==> src/rtl/io_bus_responder_pkg.sv <==
// Shared definitions for the IO bus responder: register addresses,
// the active-low hex-to-7-segment decoder and a counter-sizing helper.
package io_pkg;

    localparam logic [7:0] ADDR_LED        = 8'h00;
    localparam logic [7:0] ADDR_SW_STATUS  = 8'h04;
    localparam logic [7:0] ADDR_SW_DATA    = 8'h08;
    localparam logic [7:0] ADDR_SEG_STATUS = 8'h0C;
    localparam logic [7:0] ADDR_SEG_DATA   = 8'h10;

    // Bits needed for a counter that must hold values 0..max_val.
    function automatic int cnt_width(input int max_val);
        return (max_val < 2) ? 1 : $clog2(max_val + 1);
    endfunction

    // Pattern is {g,f,e,d,c,b,a}; a 0 lights the segment.
    function automatic logic [6:0] hex_to_seg(input logic [3:0] nib);
        logic [6:0] pat;
        case (nib)
            4'h0:    pat = 7'b1000000;
            4'h1:    pat = 7'b1111001;
            4'h2:    pat = 7'b0100100;
            4'h3:    pat = 7'b0110000;
            4'h4:    pat = 7'b0011001;
            4'h5:    pat = 7'b0010010;
            4'h6:    pat = 7'b0000010;
            4'h7:    pat = 7'b1111000;
            4'h8:    pat = 7'b0000000;
            4'h9:    pat = 7'b0010000;
            4'hA:    pat = 7'b0001000;
            4'hB:    pat = 7'b0000011;
            4'hC:    pat = 7'b1000110;
            4'hD:    pat = 7'b0100001;
            4'hE:    pat = 7'b0000110;
            default: pat = 7'b0001110;
        endcase
        return pat;
    endfunction

endpackage

==> src/rtl/io_bus_responder_btn_debounce.sv <==
// Button conditioning: two-flop synchronizer, stability counter and a
// one-cycle pulse in the cycle whose edge raises the debounced level.
module btn_debounce
    import io_pkg::*;
#(
    parameter int DEBOUNCE_CYCLES = 100000
) (
    input  logic clk,
    input  logic rst,
    input  logic btn,
    output logic rise
);

    localparam int CW = cnt_width(DEBOUNCE_CYCLES - 1);
    localparam logic [CW-1:0] CNT_LAST = CW'(DEBOUNCE_CYCLES - 1);
    localparam logic [CW-1:0] CNT_ONE  = CW'(1);

    logic          sync1_q, sync1_d;
    logic          sync2_q, sync2_d;
    logic          level_q, level_d;
    logic [CW-1:0] cnt_q, cnt_d;

    always_comb begin
        sync1_d = btn;
        sync2_d = sync1_q;
        level_d = level_q;
        cnt_d   = '0;
        rise    = 1'b0;
        // Count only while the synchronized input disagrees; agreement
        // (a bounce back) restarts the count from zero.
        if (sync2_q != level_q) begin
            if (cnt_q == CNT_LAST) begin
                level_d = sync2_q;
                rise    = sync2_q;
            end else begin
                cnt_d = cnt_q + CNT_ONE;
            end
        end
    end

    always_ff @(posedge clk) begin
        if (rst) begin
            sync1_q <= 1'b0;
            sync2_q <= 1'b0;
            level_q <= 1'b0;
            cnt_q   <= '0;
        end else begin
            sync1_q <= sync1_d;
            sync2_q <= sync2_d;
            level_q <= level_d;
            cnt_q   <= cnt_d;
        end
    end

endmodule

==> src/rtl/io_bus_responder.sv <==
// Responder end of the CPU memory-mapped IO bus: register decode, LED latch,
// button-gated switch capture, 7-segment data handshake and digit scanning.
module io_bus_responder
    import io_pkg::*;
#(
    parameter int DEBOUNCE_CYCLES = 100000,
    parameter int SCAN_DIV        = 50000,
    parameter int SEG_HOLD        = 16
) (
    input  logic        clk,
    input  logic        rst,
    input  logic [7:0]  io_addr,
    input  logic [31:0] io_dout,
    input  logic        io_we,
    input  logic        io_re,
    output logic [31:0] io_din,
    input  logic [15:0] sw,
    input  logic        btn,
    output logic [15:0] led,
    output logic [7:0]  an,
    output logic [6:0]  seg
);

    localparam int HOLD_W = cnt_width(SEG_HOLD);
    localparam int SCAN_W = cnt_width(SCAN_DIV - 1);
    localparam logic [HOLD_W-1:0] HOLD_LOAD = HOLD_W'(SEG_HOLD);
    localparam logic [HOLD_W-1:0] HOLD_ONE  = HOLD_W'(1);
    localparam logic [SCAN_W-1:0] SCAN_LAST = SCAN_W'(SCAN_DIV - 1);
    localparam logic [SCAN_W-1:0] SCAN_ONE  = SCAN_W'(1);

    logic [15:0]       led_q, led_d;
    logic [15:0]       sw_data_q, sw_data_d;
    logic              sw_valid_q, sw_valid_d;
    logic [31:0]       seg_data_q, seg_data_d;
    logic              seg_ready_q, seg_ready_d;
    logic [HOLD_W-1:0] hold_q, hold_d;
    logic [SCAN_W-1:0] scan_q, scan_d;
    logic [2:0]        idx_q, idx_d;
    logic [7:0]        an_q, an_d;
    logic [6:0]        seg_q, seg_d;
    logic              btn_rise;

    btn_debounce #(
        .DEBOUNCE_CYCLES(DEBOUNCE_CYCLES)
    ) u_btn_debounce (
        .clk  (clk),
        .rst  (rst),
        .btn  (btn),
        .rise (btn_rise)
    );

    always_comb begin
        led_d       = led_q;
        sw_data_d   = sw_data_q;
        sw_valid_d  = sw_valid_q;
        seg_data_d  = seg_data_q;
        seg_ready_d = seg_ready_q;
        hold_d      = hold_q;
        scan_d      = scan_q;
        idx_d       = idx_q;

        if (io_we && io_addr == ADDR_LED) begin
            led_d = io_dout[15:0];
        end

        // Capture is evaluated after the read-clear so it wins a same-cycle race.
        if (io_re && io_addr == ADDR_SW_DATA) begin
            sw_valid_d = 1'b0;
        end
        if (btn_rise) begin
            sw_valid_d = 1'b1;
            sw_data_d  = sw;
        end

        if (!seg_ready_q) begin
            if (hold_q == HOLD_ONE) begin
                seg_ready_d = 1'b1;
                hold_d      = '0;
            end else begin
                hold_d = hold_q - HOLD_ONE;
            end
        end else if (io_we && io_addr == ADDR_SEG_DATA) begin
            seg_data_d  = io_dout;
            seg_ready_d = 1'b0;
            hold_d      = HOLD_LOAD;
        end

        if (scan_q == SCAN_LAST) begin
            scan_d = '0;
            idx_d  = idx_q + 3'd1;
        end else begin
            scan_d = scan_q + SCAN_ONE;
        end

        // Driven from the current index, so the display lags the index by one cycle.
        an_d  = ~(8'd1 << idx_q);
        seg_d = hex_to_seg(seg_data_q[{idx_q, 2'b00} +: 4]);
    end

    always_comb begin
        io_din = 32'd0;
        case (io_addr)
            ADDR_LED:        io_din = {16'd0, led_q};
            ADDR_SW_STATUS:  io_din = {31'd0, sw_valid_q};
            ADDR_SW_DATA:    io_din = {16'd0, sw_data_q};
            ADDR_SEG_STATUS: io_din = {31'd0, seg_ready_q};
            ADDR_SEG_DATA:   io_din = seg_data_q;
            default:         io_din = 32'd0;
        endcase
    end

    always_ff @(posedge clk) begin
        if (rst) begin
            led_q       <= '0;
            sw_data_q   <= '0;
            sw_valid_q  <= 1'b0;
            seg_data_q  <= '0;
            seg_ready_q <= 1'b1;
            hold_q      <= '0;
            scan_q      <= '0;
            idx_q       <= '0;
            an_q        <= 8'hFE;
            seg_q       <= 7'b1000000;
        end else begin
            led_q       <= led_d;
            sw_data_q   <= sw_data_d;
            sw_valid_q  <= sw_valid_d;
            seg_data_q  <= seg_data_d;
            seg_ready_q <= seg_ready_d;
            hold_q      <= hold_d;
            scan_q      <= scan_d;
            idx_q       <= idx_d;
            an_q        <= an_d;
            seg_q       <= seg_d;
        end
    end

    assign led = led_q;
    assign an  = an_q;
    assign seg = seg_q;

endmodule

==> config.mk <==
export PLATFORM = sky130hd
export DESIGN_NAME = io_bus_responder
export DESIGN_NICKNAME = d
export VERILOG_FILES = /design/src/rtl/io_bus_responder_pkg.sv /design/src/rtl/io_bus_responder_btn_debounce.sv /design/src/rtl/io_bus_responder.sv
export SDC_FILE = /design/constraint.sdc
export NUM_CORES = 1
export LEC_CHECK = 0
export CAP_MARGIN = 25
export CORE_MARGIN = 2
export CORE_UTILIZATION = 30
export DETAILED_ROUTE_END_ITERATION = 8
export PLACE_DENSITY_LB_ADDON = 0.05
export SKIP_LAST_GASP = 1
export SYNTH_ARGS = -nofsm -noshare
export SYNTH_HDL_FRONTEND = slang
export SYNTH_SLANG_ARGS = --single-unit
==> constraint.sdc <==
create_clock -name clk -period 3.3 [get_ports clk]
set_input_delay 0.66 -clock clk [delete_from_list [all_inputs] [get_ports clk]]
set_output_delay 0.66 -clock clk [all_outputs]
set_load 0.02 [all_outputs]
==> impl_metrics.csv <==
group,metric,value,unit
timing,maxSlewViolCount,0,
floorplan,core,0.0188,mm²
floorplan,fp.dieH,143,µm
global_route,antenna_found_initial,0,
timing,clock_skew,0.00769,ns
timing,period_minus_slack,3.26,ns
flow_run,timing.max_cap.violations,0,
global_route,grt_pass1_vias,4993,
finish,design_area,0.00789,mm²
finish,post-route-util,42.0,%
critical_path,critPathLaunchType,"input port",
clock_network,h-tree-depth,4,
place,placed_area,0.00731,mm²
yosys,async_reset_ff_share,0,%
floorplan,die_w,143,µm
place,gp_congestion,0.754,
timing,worst_pin_slew,0.850,ns
yosys,synth_edf_count,0,
pwr,p_sw_share,22.0,%
timing,setup_viol,0,
clock_network,cts_root_buffer,"clkbuf_16",
timing,slew_headroom,43.3,%
timing,rsz0062_at_grt,"true",
clock_network,clock-sinks,125,
detailed_routing,drtIter0Drc,275,
critical_path,ff2ff_path_depth,6,
detailed_routing,drt_wl_total,15900,µm
floorplan,rows,50,
floorplan,ioPinCount,124,
detailed_routing,drt-wirelength-per-cell,15.7,µm
pwr,p_leak,3.06,nW
yosys,synthCells,637,
finish,num-fill-cells,1862,
detailed_routing,viasPerCell,4.79,
pwr,intPower,2.66,mW
yosys,synth-warning-count,0,
pwr,pwr-share-seq,44.6,%
yosys,synth_area_per_cell,9.05,µm²
yosys,synth.yosys.seq_area_share,43.4,%
clock_network,clock_path_buffers,2,
detailed_routing,drtAntennaViolNets,0,
clock_network,cts_tree,"built",
pwr,peakVddDrop,0.299,mV
global_route,grt_start_max_net_pins,67,
worst_hold_path,hold_depth,1,
critical_path,crit_arrival,2.60,ns
critical_path,cp_max_fo,8,
yosys,yosys_most_used_dff,"dfxtp_1",
timing,fmax,307,MHz
detailed_routing,dr.pass1.iters,5,
yosys,synth_cell_types,52,
yosys,syn-num-nets,713,
clock_network,clock_latency,0.42,ns
pwr,combPwrFrac,4.1,%
pwr,p_clk_share,51.3,%
status,status,"finished, final reports clean",
critical_path,crit_type,"in -> out",
yosys,ys_ff_latch,125,
global_route,grt_overflow,0,
finish,fin_nets,844,
critical_path,cp.required,2.64,ns
clock_network,clk_pin_slew,0.06,ns
critical_path,cp-end-kind,"primary output",
place,hpwl,11500,µm
worst_hold_path,hold_path_class,"reg -> reg",
pwr,power.switching,0.749,mW
floorplan,start_util,30.7,%
finish,layout-drive-gt1-share,17.6,%
global_route,grt_pass1_wl,25900,µm
finish,area_growth,36.8,%
timing,fin_crit_sh,98.8,%
global_route,grtUsageTotal,16.4,%
clock_network,cts_inserted_buffers,17,
yosys,syn-cell-area,0.00577,mm²
clock_network,holdBufCountCts,0,
place,port_buffers,123,
detailed_routing,drcViolationCount,0,
finish,n_antenna_cell,0,
floorplan,die_area,0.0203,mm²
detailed_routing,vias,4860,
pwr,cellPowerDensity,432,mW/mm²
timing,hold_viol,0,
[repair_timing]
action,CTS,global route
buffers inserted,4,1
gates resized for setup,66,3
pin swaps,3,3
gates cloned,0,0
setup endpoints to repair,32,14
[cell usage in the layout (no fill, tap or decap), types with 3 or more instances in the layout]
master	netlist	final
a21oi_1	27	27
a21oi_2	29	29
a222oi_1	15	15
a31oi_1	3	3
and2_1	18	18
and3_1	8	8
buf_12	4	5
buf_4	1	15
buf_6	0	4
clkbuf_16	0	17
clkdlybuf4s15_1	0	10
clkdlybuf4s15_2	0	4
clkdlybuf4s50_1	0	85
clkinv_2	0	4
clkinvlp_4	0	6
dfxtp_1	125	125
dlygate4sd2_1	0	19
ha_1	15	15
inv_1	26	26
mux2_2	6	6
mux2i_1	25	25
mux4_2	6	6
nand2_1	90	90
nand2_2	29	29
nand2b_1	7	7
nand3_1	14	14
nand4_1	5	5
nor2_1	70	70
nor2b_1	4	4
nor3_1	11	11
o21ai_0	6	6
or3_1	3	3
xnor2_1	14	14
xor2_1	17	17
[path summary, 6_finish.rpt]
kind | slack (ns) | end | from
worst max register to register | 0.67 | seg[3] | idx_q[0]
worst min-delay path | 0.44 | u_btn_debounce.cnt_q[0] | u_btn_debounce.cnt_q[0]
worst max-delay path | 0.04 | io_din[15] | io_addr[0]
worst min register to register | 0.44 | u_btn_debounce.cnt_q[0] | u_btn_debounce.cnt_q[0]
[registers in the layout, summed over array words and instances (netlist names)]
register,cells
sw_data_q,16
u_btn_debounce.cnt_q,17
scan_q,16
u_btn_debounce.sync1_q,1
seg_data_q,32
an,8
idx_q,3
seg_ready_q,1
seg,7
led,16
u_btn_debounce.level_q,1
hold_q,5
u_btn_debounce.sync2_q,1
sw_valid_q,1
[kinds of logic after synthesis]
group                      after synthesis  share of synthesized area (%)
AOI/OAI and AO/OA                       94                           12.2
xor gates and xnor gates                31                           4.71
adders and majority gates               15                           3.26
and+or+nand+nor                        274                           23.2
buffers and inverters                   61                           5.34
muxes                                   37                           7.86
DFF                                    125                           43.4
[per-layer routing]
| metal | up-vias | share of wire (%) | global-route usage, % |
|---|---|---|---|
| met3 | 15 | 4.3 | 3.96 |
| met5 | - | 0 | 0 |
| met1 | 2310 | 47 | 21.8 |
| met4 | 0 | 1.2 | 5.99 |
| met2 | 106 | 47 | 26.0 |
| li1 | 2429 | - | - |
[cell type report]
type	count	area (µm²)	area share [%]
clock buffer	20	457	5.79
clock inverter	11	95.1	1.21
inverter	27	101	1.29
multi-input combinational	451	2980	37.8
sequential	125	2500	31.7
tap	234	293	3.71
timing repair buffer	146	1460	18.5
[synth_stat cells (all sizes together) (11+ instances only)]
cell type,number,area (µm²)
mux2i,25,250
buf,13,128
xor2,17,149
a21oi,56,389
and2,18,113
clkbuf,21,78.8
nor2,70,263
a222oi,15,150
inv,27,101
nand2,119,519
nand3,14,70.1
xnor2,14,123
dfxtp,125,2500
nor3,11,55.1
ha,15,188
[critical path: stages]
cell	delay (ns)
dlygate4sd2_1	0.23
or4_4	0.56
nor4bb_4	0.33
buf_4	0.20
buf_8	0.14
buf_6	0.10
a222oi_1	0.09
inv_1	0.15
buf_6	0.14
[power by group through the flow]
stage,combinational (mW),clock [mW],sequential (mW)
after global placement,0.140,0,1.55
after detailed placement,0.141,0,1.55
after floorplan,0.0394,0,1.55
final,0.139,1.75,1.52
after global routing,0.150,1.87,1.52
after CTS,0.140,1.79,1.52
[metrics by stage]
step                      hold slack (ns)  setup slack (ns)  instances  power, mW  TNS (ns)
after floorplan                     0.413             0.436        637       1.59         0
after global placement              0.428            -0.461        979       1.69    -13.41
after detailed placement            0.437            -0.459        979       1.69    -13.85
after CTS                           0.451           0.00154       1014       3.45         0
after global routing                0.472           -0.0143       1014       3.54   -0.0201
final                               0.440            0.0410       1014       3.41         0
Power figures use the tool's default switching activity.
